## src/rtl/rcc_int_div.sv

```systemverilog
// Integer clock divider: o_clk = i_clk/N, N = 1..2^RATIO_WID, ratio changeable at run time.
// Latency: an accepted ratio is applied at the next output period boundary; chg_done follows one cycle later.
// Backpressure: req_ready drops while a ratio change is pending or reset is high.
module rcc_int_div #(
  parameter int RATIO_WID = 4,
  parameter int RST_RATIO = 1
) (
  input  logic                 i_clk,
  input  logic                 rst,
  input  logic [RATIO_WID-1:0] req_ratio,
  input  logic                 req_valid,
  output logic                 req_ready,
  output logic                 chg_done,
  output logic [RATIO_WID-1:0] cur_ratio,
  input  logic                 testmode,
  output logic                 div_en,
  output logic                 o_clk
);

  localparam logic [RATIO_WID-1:0] ONE      = RATIO_WID'(1);
  localparam logic [RATIO_WID-1:0] RST_ENC  = RATIO_WID'(RST_RATIO);
  localparam logic [RATIO_WID-1:0] RST_NM1  = RST_ENC - ONE;
  localparam logic                 RST_BYP  = (RST_ENC == ONE);
  localparam logic [RATIO_WID-1:0] HALF_MAX = ONE << (RATIO_WID - 1);

  // Number of high cycles per period, ceil(N/2). Encoded 0 stands for N = 2^RATIO_WID.
  function automatic logic [RATIO_WID-1:0] ceil_half(input logic [RATIO_WID-1:0] r);
    if (r == '0) begin
      return HALF_MAX;
    end
    return (r >> 1) + RATIO_WID'(r[0]);
  endfunction

  logic [RATIO_WID-1:0] cnt_q, cnt_d;
  logic [RATIO_WID-1:0] cur_ratio_q, cur_ratio_d;
  logic [RATIO_WID-1:0] pend_ratio_q, pend_ratio_d;
  logic                 pend_q, pend_d;
  logic                 o_clk_q, o_clk_d;
  logic                 bypass_q, bypass_d;
  logic                 chg_done_q;
  logic [RATIO_WID-1:0] nm1;
  logic                 wrap;
  logic                 accept;
  logic                 apply;

  // Next-state: phase counter, pending-ratio capture and boundary-aligned ratio switch.
  // N-1 wraps naturally to all-ones for the encoded-0 ratio.
  always_comb begin
    nm1          = cur_ratio_q - ONE;
    wrap         = (cnt_q == nm1);
    accept       = req_valid && req_ready;
    apply        = wrap && pend_q;
    cur_ratio_d  = apply ? pend_ratio_q : cur_ratio_q;
    cnt_d        = wrap ? '0 : cnt_q + ONE;
    o_clk_d      = (cnt_d < ceil_half(cur_ratio_d));
    bypass_d     = apply ? (pend_ratio_q == ONE) : bypass_q;
    pend_ratio_d = accept ? req_ratio : pend_ratio_q;
    pend_d       = pend_q;
    if (apply) begin
      pend_d = 1'b0;
    end else if (accept) begin
      pend_d = 1'b1;
    end
  end

  // State registers; reset parks the counter on the last phase so the first edge after release starts a period.
  always_ff @(posedge i_clk) begin
    if (rst) begin
      cnt_q        <= RST_NM1;
      cur_ratio_q  <= RST_ENC;
      pend_ratio_q <= RST_ENC;
      pend_q       <= 1'b0;
      o_clk_q      <= 1'b0;
      bypass_q     <= RST_BYP;
      chg_done_q   <= 1'b0;
    end else begin
      cnt_q        <= cnt_d;
      cur_ratio_q  <= cur_ratio_d;
      pend_ratio_q <= pend_ratio_d;
      pend_q       <= pend_d;
      o_clk_q      <= o_clk_d;
      bypass_q     <= bypass_d;
      chg_done_q   <= apply;
    end
  end

  // Outputs: the bypass select only moves on a rising i_clk edge where o_clk_q also goes high, so the mux cannot runt.
  always_comb begin
    req_ready = !pend_q && !rst;
    chg_done  = chg_done_q;
    cur_ratio = cur_ratio_q;
    div_en    = !rst && (testmode || wrap);
    o_clk     = (testmode || bypass_q) ? i_clk : o_clk_q;
  end

endmodule

```

## config.mk

```make
export PLATFORM = sky130hd
export DESIGN_NAME = rcc_int_div
export DESIGN_NICKNAME = d
export VERILOG_FILES = /design/src/rtl/rcc_int_div.sv
export SDC_FILE = /design/constraint.sdc
export NUM_CORES = 1
export LEC_CHECK = 0
export ABC_AREA = 1
export CAP_MARGIN = 20
export CORE_UTILIZATION = 46
export CTS_CLUSTER_SIZE = 25
export DETAILED_ROUTE_END_ITERATION = 7
export PLACE_DENSITY = 0.73
export SKIP_LAST_GASP = 1
export SYNTH_ARGS = -nofsm -noshare
export SYNTH_HDL_FRONTEND = slang
export SYNTH_SLANG_ARGS = --single-unit
```

## constraint.sdc

```tcl
create_clock -name i_clk -period 2.4 [get_ports i_clk]
set_input_delay 0.36 -clock i_clk [delete_from_list [all_inputs] [get_ports i_clk]]
set_output_delay 0.36 -clock i_clk [all_outputs]
set_load 0.02 [all_outputs]
```

**Yosys cells after proc, flatten, opt, wreduce, memory -nomap -nowiden**

Cells that the tools add are included.

- Bits in registers: 16
- Bits of input ports: 8
- Word-level logic and storage cells: 29

- Add/sub/neg operators: 3
- $lt $le $gt $ge: 1
- Equal/unequal tests: 2
- Multiplexer cells: 6
- Reductions and logical operators: 10

Operators with widths:

| cell | number |
|---|---|
| 2-to-1 mux 4 bit | 4 |
| adder 3 x 1 -> 4 bit | 1 |
| adder 4 x 1 -> 4 bit (second input constant) | 1 |
| equality test 4 x 1 -> 1 bit (second input constant) | 1 |
| equality test 4 bit | 1 |
| logical AND 1 bit | 4 |
| logical NOT 4 bit | 1 |
| < comparator 4 bit | 1 |
| subtractor 4 x 1 -> 4 bit (second input constant) | 1 |
| logical NOT 1 bit | 2 |
| logical OR 1 bit | 2 |
| 2-to-1 mux 1 bit | 2 |
| OR reduction 2 bit | 1 |

**Depth between registers and ports, before layout**

Gate-level depths: netlist (run 1).

- Depth in word-level cells: 8
- Depth in mapped cells: 24

==> results of run 1 <==
[Yosys cell counts]
cell	instances
clkbuf_1	1
mux2_2	1
nor2_4	1
xor2_1	2
nand2_2	5
a21oi_1	6
nand3_2	1
nand4_1	2
xnor2_1	1
nor3_1	3
o21ai_0	5
nand2_1	34
dfxtp_1	16
o21ai_1	1
inv_1	24
nand3_1	9
o21ai_2	3
buf_6	1
ha_1	7
nor2_1	15
[logic make-up after synthesis]
family / Yosys count
XOR/XNOR: 3
AO/OA/AOI/OAI: 15
AND/OR/NAND/NOR: 70
adder cells (fa/ha/maj): 7
flip-flops: 16
buffers and inverters: 26
multiplexers: 1
[worst paths after layout]
| check | start | end | slack (ns) | cells after the start |
|---|---|---|---|---|
| max | cur_ratio[0] | o_clk_q | -0.05 | 18 |
| min | pend_ratio_q[2] | pend_ratio_q[2] | 0.49 | 2 |
| max reg2reg | cur_ratio[0] | o_clk_q | -0.05 | 18 |
| min reg2reg | pend_ratio_q[2] | pend_ratio_q[2] | 0.49 | 2 |
[registers in the layout, summed over array words and instances (netlist names)]
| register | cells |
|---|---|
| bypass_q | 1 |
| chg_done | 1 |
| cnt_q | 4 |
| cur_ratio | 4 |
| o_clk_q | 1 |
| pend_q | 1 |
| pend_ratio_q | 4 |
[worst max-delay path: cells and delay by family, from the launching register on]
kind / cells / cell delay, ns
buffers and inverters: 3 / 0.18
xor gates and xnor gates: 1 / 0.12
DFF: 1 / 0.37
AOI/OAI and AO/OA: 3 / 0.32
adders and majority gates: 3 / 0.70
and+or+nand+nor: 8 / 0.69
[final cells by class]
type / count / share of cell area
Timing Repair Buffer: 26 / 0.178
Inverter: 24 / 0.0711
Tap cell: 27 / 0.0259
Sequential cell: 16 / 0.252
Clock buffer: 8 / 0.0519
Multi-Input combinational cell: 96 / 0.422
[power groups by stage]
stage	Clock [uW]	Sequential (uW)	Combinational, uW
after floorplan	44.7	457	877
after global placement	77.7	422	1380
final	329	422	1550
after global routing	352	431	1740
after CTS	334	418	1410
after detailed placement	77.7	424	1410
[timing repair]
| action | in CTS | in global routing |
|---|---|---|
| buffers inserted | 0 | 1 |
| setup endpoints to repair | 3 | 2 |
| gates resized for setup | 2 | 9 |
| endpoints found under the hold margin | 0 | 0 |
[stage by stage]
stage	worst slack (ns)	std cells	util	cell area [um^2]
global route	-0.238	197	0.671	1300
floorplan	0.00397	138	-	971
global placement	-0.0126	189	0.630	1220
detailed placement	-0.0544	189	0.630	1220
CTS	-0.0958	196	0.659	1280
finish	-0.0531	197	0.671	1300
[layer usage]
layer / vias up / track usage / part of all wire
met2: 21 / 0.392 / 0.49
met5: - / 0 / 0
li1: 496 / - / -
met3: 5 / 0.0462 / 0.033
met4: 0 / 0.166 / 0.029
met1: 445 / 0.262 / 0.44
==> impl_results.md, run 1 <==
* Drt wl/cell at 11.3 um
* Layout cells sized above 1 at 0.241
* Internal power at 1230 uW
* Failing checks: negative setup slack
* Clk_skew at 0.00250 ns
* Simple-gate portion of the synthesized area at 0.327
* Max_slew headroom at 0.825
* Compound-cell area share of the yosys netlist at 0.0913
* GRT Residual Overflow at 0
* Vias in the first global route at 897
* Post-DRT Antenna Nets at 0
* Initial antenna violation count at 0
* Setup TNS at -0.0531 ns
* Die width at 47.3 um
* Total power at 2300 uW
* Largest net degree at the start of global routing at 10
* CP Class: flip-flop to flip-flop
* Slowest stage delay, CP at 0.37 ns
* Multiplexer share of the synthesized area at 0.0119
* Crit path time final at 2.45 ns
* Starting Density at 0.487
* Crit-path most repeated cell: nand2_1
* Flop pwr share at 0.183
* Worst path cell trace: inv_4, ha_4, xor2_1, nand2_1, nor2_4, nand3_4, inv_2, nand2_1, o21ai_2, inv_1, ha_2, nand2_2, nor2_1, nor2_1, ha_1, a21oi_1, nand2_1, a21oi_2
* Max Transition Viols Final at 0
* TritonRoute pass-1 iters at 4
* Slowest CP cell: dfxtp_4
* Comb pwr share at 0.674
* I/O pin count at 16
* Routed Wire Length at 2.23 mm
* Commonest non-fill, non-tap cell in the layout: nand2_1
* Largest cells by area after synthesis: dfxtp_1 (34%), nand2_1 (13%), inv_1 (9.5%), ha_1 (9.3%), nor2_1 (6.0%)
* Fin crit share at 1.02
* Yosys cell types at 20
* Total track usage at 0.233
* Post-Synth Adder-Cell Area at 0.0926
* Clock slew at reported path FFs at 0.10 ns
* Nets at 186
* Max Clk Rate at 0.408 GHz
* WP data arrival at 2.81 ns
* VDD IR-drop max at 1.09 mV
* Register area at 328 um^2
* DR vias/cell at 4.91
* Sequential-to-total area share from yosys stat at 0.339
* # diodes at 0
* Gp weighted congestion at 0.807
* Sw Pwr at 1080 uW
* Outcome: finished, violations left
* CTS tree: yes
* Switching fraction of total power at 0.468
* Setup crit end kind: flip-flop
* Clock power frac at 0.143
* Worst Tran Pin Value at 0.262 ns
* Pwr/cell area at 1770 mW/mm^2
* Area Overhead vs Synth at 37.7%
* Most area-hungry cell type in the Yosys netlist: dfxtp_1
* Final setup viols at 1
* Crit path launch type: flip-flop
* Critical Path RT at 2.76 ns
* # fillers at 178
* Post-Synthesis Cells at 138
* DR iter-0 viols at 27
* Synth Area in XOR/XNOR at 0.0278
* MaxCap Viol Count at 0
* Net count after synthesis at 153
* Site Rows at 16
* Hold-fix buffers, CTS at 0
* Register bit total from synthesis at 16
* Skew-Pair Late Insertion Delay at 0.42 ns
* CORE AREA at 0.00194 mm^2
* Yosys warns at 0
* Min Hold Slack at 0.486 ns
* Main combinational cell family by area after synthesis: simple AND/OR/NAND/NOR gates
* Area occupied by multi-input gates at 549 um^2
* Leakage power at 0.000637 uW
* Commonest non-fill, non-tap cells in the layout: nand2_1 (33), inv_1 (20), nor2_1 (15)
* IO buf count at 15
* Mapped cell area at 946 um^2
* Worst Hold Class: flip-flop to flip-flop
* Endpoints failing hold at 0
* Max Fanout on Critical Path at 4
* RSZ-0062 raised after global routing: yes
* Hpwl dp at 1.72 mm
* Via total after detailed routing at 967
* DRC at 0
* Final setup margin at -0.0531 ns
* Die height at 47.3 um
* Total die area at 0.00224 mm^2
* Share of the synthesized area in the top cell type at 0.339
* Syn avg cell area at 6.85 um^2
* First-pass GRT wire length at 3.50 mm
Note: power is estimated with default switching activity, not from simulation.
==> inputs of run 2 (changes only) <==
--- a/config.mk
+++ b/config.mk
@@ -7,6 +7,7 @@
 export LEC_CHECK = 0
 export ABC_AREA = 1
 export CAP_MARGIN = 20
+export CORE_MARGIN = 4
 export CORE_UTILIZATION = 46
 export CTS_CLUSTER_SIZE = 25
 export DETAILED_ROUTE_END_ITERATION = 7
==> run 2 against run 1 <==
The run still ends with negative setup slack left. Flip-flop and latch count unchanged. Hold slack better by 0.013 ns. Non-clock buffer count up 2. Critical path type unchanged.
==> impl_results.md, run 2 (synthesis gave the netlist of run 1 again) <==
* Outcome: finished, violations left
* Clock slew at reported path FFs at 0.10 ns (about the same)
* Leakage power at 0.000645 uW (+1.2%)
* Site Rows at 16 (unchanged)
* TritonRoute pass-1 iters at 4 (unchanged)
* IO buf count at 15 (unchanged)
* Crit path launch type: flip-flop
* Max_slew headroom at 0.837 (+0.0124)
* Clk_skew at 0.00218 ns (-0.000324 ns)
* Final setup viols at 1 (unchanged)
* Failing checks: negative setup slack
* Largest net degree at the start of global routing at 11 (+1)
* I/O pin count at 16 (unchanged)
* VDD IR-drop max at 0.973 mV (-11%)
* Register area at 328 um^2 (unchanged)
* Final setup margin at -0.0544 ns (-0.00130 ns)
* MaxCap Viol Count at 0 (unchanged)
* Max Clk Rate at 0.407 GHz (about the same)
* Skew-Pair Late Insertion Delay at 0.41 ns (about the same)
* Post-DRT Antenna Nets at 0 (unchanged)
* Worst Hold Class: flip-flop to flip-flop
* Worst Tran Pin Value at 0.244 ns (-0.0186 ns)
* Commonest non-fill, non-tap cells in the layout: nand2_1 (34), inv_1 (20), nor2_1 (15), buf_4 (15), dfxtp_1 (14)
* Min Hold Slack at 0.498 ns (+0.0127 ns)
* Layout cells sized above 1 at 0.250 (+0.00882)
* First-pass GRT wire length at 3.79 mm (+8.3%)
* WP data arrival at 2.80 ns (about the same)
* Via total after detailed routing at 988 (+2.2%)
* Die height at 53.3 um (+13%)
* Initial antenna violation count at 0 (unchanged)
* RSZ-0062 raised after global routing: yes
* Hold-fix buffers, CTS at 0 (unchanged)
* # diodes at 0 (unchanged)
* Routed Wire Length at 2.34 mm (+4.8%)
* Area occupied by multi-input gates at 551 um^2 (+0.23%)
* DR vias/cell at 4.96 (+1.1%)
* Die width at 53.3 um (+13%)
* DP Cell Count at 188 (-0.53%)
* CTS tree: yes
* Endpoints failing hold at 0 (unchanged)
* Gp weighted congestion at 0.785 (-2.7%)
* CORE AREA at 0.00196 mm^2 (+1.0%)
* Crit path time final at 2.45 ns (+0.00130 ns)
* Area Overhead vs Synth at 39.0%
* Final cell count without fillers at 199 (+1.0%)
* Drt wl/cell at 11.8 um (+3.8%)
* # fillers at 180 (+1.1%)
* Total track usage at 0.187 (-0.0461)
* Pwr/cell area at 1750 mW/mm^2 (-1.0%)
* Nets at 188 (+1.1%)
* Max Transition Viols Final at 0 (unchanged)
* Commonest non-fill, non-tap cell in the layout: nand2_1
* Vias in the first global route at 940 (+4.8%)
* GRT Residual Overflow at 0 (unchanged)
* CP Class: flip-flop to flip-flop
* Total die area at 0.00285 mm^2 (+27%)
* DR iter-0 viols at 28 (+3.7%)
* DRC at 0 (unchanged)
* Hpwl dp at 1.75 mm (+1.2%)
* Critical Path RT at 2.75 ns (about the same)
* Starting Density at 0.482 (-0.00497)
* Max Fanout on Critical Path at 5 (+1)
* Fin crit share at 1.02 (about the same)
* Setup crit end kind: flip-flop
-- run 2: changes by cell type in the layout (fill, tap and decap cells not counted) --
cell,delta
a21oi_2,+1
nand2_1,+1
buf_6,-1
a21oi_1,-1
buf_4,+3
nand2_2,-1
-- run 2: stage by stage --
| step | util | instance area [um^2] | power, uW | setup WS [ns] | setup TNS [ns] |
|---|---|---|---|---|---|
| after detailed placement | 0.619 | 1210 | 1880 | -0.0828 | -0.0828 |
| after floorplan | - | 971 | 1380 | 0.00397 | 0 |
| after global placement | 0.619 | 1210 | 1820 | -0.0273 | -0.0273 |
| final | 0.670 | 1320 | 2300 | -0.0544 | -0.0544 |
| after CTS | 0.659 | 1290 | 2210 | -0.0596 | -0.108 |
| after global routing | 0.670 | 1320 | 2500 | -0.249 | -0.304 |
-- run 2: layout make-up --
| class | count | area share |
|---|---|---|
| Tap cell | 27 | 0.0257 |
| Clock buffer | 8 | 0.0514 |
| Timing Repair Buffer | 28 | 0.185 |
| Inverter | 24 | 0.0704 |
| Sequential cell | 16 | 0.249 |
| Multi-Input combinational cell | 96 | 0.419 |
-- run 2: power by group --
group	total [uW]	internal, uW	leakage [uW]	switching [uW]
registers	420	355	0.000132	65.0
logic	1560	700	0.000469	862
clock network	319	179	0.0000437	140
-- run 2: worst paths after layout --
kind | start | end | slack, ns | depth (start not counted)
setup / recovery | cur_ratio[1] | o_clk_q | -0.05 | 16
hold / removal | pend_ratio_q[0] | bypass_q | 0.50 | 2
setup reg to reg | cur_ratio[1] | o_clk_q | -0.05 | 16
hold reg to reg | pend_ratio_q[0] | bypass_q | 0.50 | 2
-- run 2: routing by layer --
metal | wire (um) | GRT usage | vias up
met5 | 0 | 0 | -
met1 | 950 | 0.206 | 446
met3 | 138 | 0.0507 | 9
met4 | 52 | 0.0809 | 0
li1 | - | - | 502
met2 | 1200 | 0.331 | 31
-- run 2: worst max-delay path, stage by stage, from the launching register on --
cell and delay, ns:
dfxtp_4 0.37, inv_2 0.05, ha_4 0.25, xor2_1 0.14, nand2_1 0.12, nor2_4 0.13, nand3_4 0.11, o21ai_2 0.17
inv_1 0.09, ha_1 0.22, nand2_1 0.07, nor2_1 0.04, nor2_1 0.11, ha_1 0.26, a21oi_2 0.12, nand2_1 0.07
a21oi_2 0.10
-- run 2: timing repair --
item	in CTS	in global routing
resized for setup	3	7
pin swaps	2	2
setup buffers	2	2
setup endpoints to repair	3	2
==> inputs of run 3 (changes only) <==
--- a/config.mk
+++ b/config.mk
@@ -5,13 +5,12 @@
 export SDC_FILE = /design/constraint.sdc
 export NUM_CORES = 1
 export LEC_CHECK = 0
-export ABC_AREA = 1
 export CAP_MARGIN = 20
 export CORE_MARGIN = 4
-export CORE_UTILIZATION = 46
+export CORE_UTILIZATION = 55
 export CTS_CLUSTER_SIZE = 25
 export DETAILED_ROUTE_END_ITERATION = 7
-export PLACE_DENSITY = 0.73
+export PLACE_DENSITY = 0.82
 export SKIP_LAST_GASP = 1
 export SYNTH_ARGS = -nofsm -noshare
 export SYNTH_HDL_FRONTEND = slang
==> constraint.sdc (replaced) <==
create_clock -name i_clk -period 2.9 [get_ports i_clk]
set_input_delay 0.435 -clock i_clk [delete_from_list [all_inputs] [get_ports i_clk]]
set_output_delay 0.435 -clock i_clk [all_outputs]
set_load 0.02 [all_outputs]
==> run 3 against run 2 <==
The run still ends with negative setup slack left. Non-clock buffer count is 7 lower. Routed wire length is 4.4% lower. Maximum frequency is 16% lower. Hold slack worse by 0.023 ns. Critical path type unchanged.
==> impl_results.md, run 3 <==
* Outcome: finished, violations left
* Failing checks: negative setup slack
* Final setup viols at 1 (unchanged)
* Max Transition Viols Final at 0 (unchanged)
* DR iter-0 viols at 20 (-29%)
* Synth top cells by count: dfxtp_1 (16), nor2_1 (15), ha_1 (7), inv_1 (7), mux2i_1 (6)
* Max_slew headroom at 0.679 (-0.159)
* Simple-gate portion of the synthesized area at 0.205 (-0.121)
* Pwr/cell area at 748 mW/mm^2 (-57%)
* Yosys warns at 0 (unchanged)
* Net count after synthesis at 118 (-23%)
* Critical Path RT at 3.20 ns (+0.45 ns)
* Leakage power at 0.000525 uW (-19%)
* Fin crit share at 1.01 (-0.0145)
* RSZ-0062 raised after global routing: yes
* Yosys cell types at 33 (+65%)
* DR vias/cell at 5.80 (+17%)
* CTS tree: yes
* Post-Synthesis Cells at 103 (-25%)
* Crit path time final at 2.92 ns (+0.469 ns)
* Sequential-to-total area share from yosys stat at 0.337 (-0.00178)
* Max Fanout on Critical Path at 6 (+1)
* Commonest non-fill, non-tap cells in the layout: nor2_1 (15), dfxtp_1 (13), clkdlybuf4s50_1 (13)
* Main synth FF type: dfxtp_1
* Final instance area at 0.00125 mm^2 (-4.8%)
* # diodes at 0 (unchanged)
* CORE AREA at 0.00158 mm^2 (-20%)
* Mapped cell area at 951 um^2 (+0.53%)
* MaxCap Viol Count at 0 (unchanged)
* CP Class: flip-flop to flip-flop
* Largest cells by area after synthesis: dfxtp_1 (34%), ha_1 (9.2%), mux2i_1 (6.3%), nor2_1 (5.9%), xnor2_1 (3.7%)
* Placed cell areas at 0.00111 mm^2 (-8.3%)
* Main combinational cell family by area after synthesis: simple AND/OR/NAND/NOR gates
* Site Rows at 14 (-2)
* TritonRoute pass-1 iters at 4 (unchanged)
* IO buf count at 15 (unchanged)
* VDD IR-drop max at 0.523 mV (-46%)
* Worst Tran Pin Value at 0.481 ns (+0.237 ns)
* Hold Crit Depth at 1 (-1)
* Hpwl dp at 1.43 mm (-18%)
* Die height at 49.6 um (-7.1%)
* Syn avg cell area at 9.23 um^2 (+35%)
* Endpoints failing hold at 0 (unchanged)
* Post-Synth Adder-Cell Area at 0.0921 (-0.000487)
* DRC at 0 (unchanged)
* Register bit total from synthesis at 16 (unchanged)
* FF-to-FF setup slack at -0.02 ns (+0.03 ns)
* Nets at 142 (-24%)
* Crit path launch type: flip-flop
* First-pass GRT wire length at 3.75 mm (-1.1%)
* Initial antenna violation count at 0 (unchanged)
* Total die area at 0.00246 mm^2 (-14%)
* Routed Wire Length at 2.24 mm (-4.4%)
* Share of the synthesized area in the top cell type at 0.337 (-0.00178)
* Hold Crit Endpoint: bypass_q
* Synth Area in XOR/XNOR at 0.0895 (+0.0617)
* I/O pin count at 16 (unchanged)
* Total track usage at 0.203 (+0.0160)
* Clock slew at reported path FFs at 0.11 ns (about the same)
* Setup crit end kind: flip-flop
* # fillers at 118 (-34%)
* EDFF count, synth at 0 (unchanged)
* GRT Residual Overflow at 0 (unchanged)
* Fraction of registers with async set/reset at 0 (unchanged)
* Commonest non-fill, non-tap cell in the layout: nor2_1
* Most area-hungry cell type in the Yosys netlist: dfxtp_1
* Via total after detailed routing at 824 (-17%)
* Layout cells sized above 1 at 0.270 (+0.0198)
* Starting Density at 0.603 (+0.121)
* Vias in the first global route at 854 (-9.1%)
* Multiplexer share of the synthesized area at 0.0750 (+0.0631)
* WP data arrival at 3.23 ns (+0.43 ns)
* Register-to-Register Path Depth at 15 (-1)
* Largest net degree at the start of global routing at 14 (+3)
* Final setup margin at -0.0236 ns (+0.0308 ns)
* Gp weighted congestion at 0.887 (+13%)
* Final Util at 0.794 (+0.124)
* Clk_skew at 0.00835 ns (+0.00618 ns)
* Post-DRT Antenna Nets at 0 (unchanged)
* Min-delay src: bypass_q
* Skew-Pair Late Insertion Delay at 0.41 ns (about the same)
* Drt wl/cell at 15.7 um (+34%)
* Die width at 49.6 um (-7.1%)
* Compound-cell area share of the yosys netlist at 0.126 (+0.0350)
* Most common cell in the netlist: dfxtp_1
* Dpl ws at -0.0301 ns (+0.0527 ns)
* Worst flop-to-flop path endpoint: o_clk_q
* Beginning of the worst register-to-register path: cur_ratio[0]
* Max Clk Rate at 0.342 GHz (-16%)
* Worst Hold Class: flip-flop to flip-flop
* Area Overhead vs Synth at 31.7%
==> run 3: cell count changes in the layout (fill, tap and decap cells not counted), sizes merged, moves of 3 or more <==
cell and change:
a211o +3, a21oi -3, and2 +3, buf -8
inv -17, mux2i +6, nand2 -36, nand3 -6
nor2b +3, o21ai -7, xnor2 +3
==> run 3: layout make-up <==
type / count / area (um^2) / share of cell area
Multi-Input combinational cell: 74 / 617 / 0.493
Sequential cell: 16 / 327 / 0.261
Timing Repair Buffer: 21 / 195 / 0.156
Clock buffer: 8 / 67.6 / 0.0539
Inverter: 7 / 26.3 / 0.0210
Tap cell: 16 / 20.0 / 0.0160
==> run 3: power breakdown <==
group	leakage (uW)	internal (uW)	switching, uW
Combinational	0.000350	179	206
Clock	0.0000437	147	120
Sequential	0.000132	254	30.4
==> run 3: how the worst max path moves through the flow <==
stage                       startpoint       to  slack [ns]  cells past startpoint
after floorplan           cur_ratio[0]  o_clk_q        0.01                     16
after global placement    cur_ratio[1]  o_clk_q        0.05                     15
after detailed placement  cur_ratio[1]  o_clk_q       -0.03                     15
after CTS                 cur_ratio[0]   div_en       0.006                      8
after global routing      cur_ratio[0]  o_clk_q       -0.25                     13
final                     cur_ratio[0]  o_clk_q       -0.02                     15
==> run 3: what timing repair did <==
item | in CTS | in global routing
pin swaps | 2 | 2
endpoints found under the setup margin | 3 | 2
hold buffers | 0 | 0
gates cloned | 0 | 0
setup buffers | 3 | 0
gates resized for setup | 6 | 9
==> run 3: cell families (layout without fill, tap and decap cells) <==
group                      count (synthesis)  after routing
AOI/OAI and AO/OA                         15             15
muxes                                      7              7
adders and majority gates                  7              7
xor gates and xnor gates                   8              8
buffers and inverters                     13             36
DFF                                       16             16
and+or+nand+nor                           37             37
==> run 3: stage by stage <==
stage,hold slack [ns],TNS (ns),power (uW),cells
floorplan,0.440,0,587,103
global placement,0.458,0,658,132
detailed placement,0.456,-0.0301,668,132
CTS,0.479,0,904,142
global route,0.510,-0.253,1010,142
finish,0.476,-0.0236,937,142
==> run 3: worst max-delay path, stage by stage (launching register included) <==
cell      delay [ns]
dfxtp_4         0.36
inv_1           0.04
ha_1            0.29
xnor2_1         0.14
nor3_2          0.23
nand3_2         0.20
mux2i_4         0.26
inv_2           0.08
ha_4            0.15
inv_1           0.04
a221o_1         0.26
o22a_1          0.21
ha_4            0.29
nand2b_1        0.05
o21ai_1         0.13
a31oi_1         0.09
==> run 3: routing by layer <==
layer  GRT usage  part of all wire
met5           0                 0
met4       0.161             0.021
met3      0.0633             0.048
met2       0.311              0.48
met1       0.232              0.45
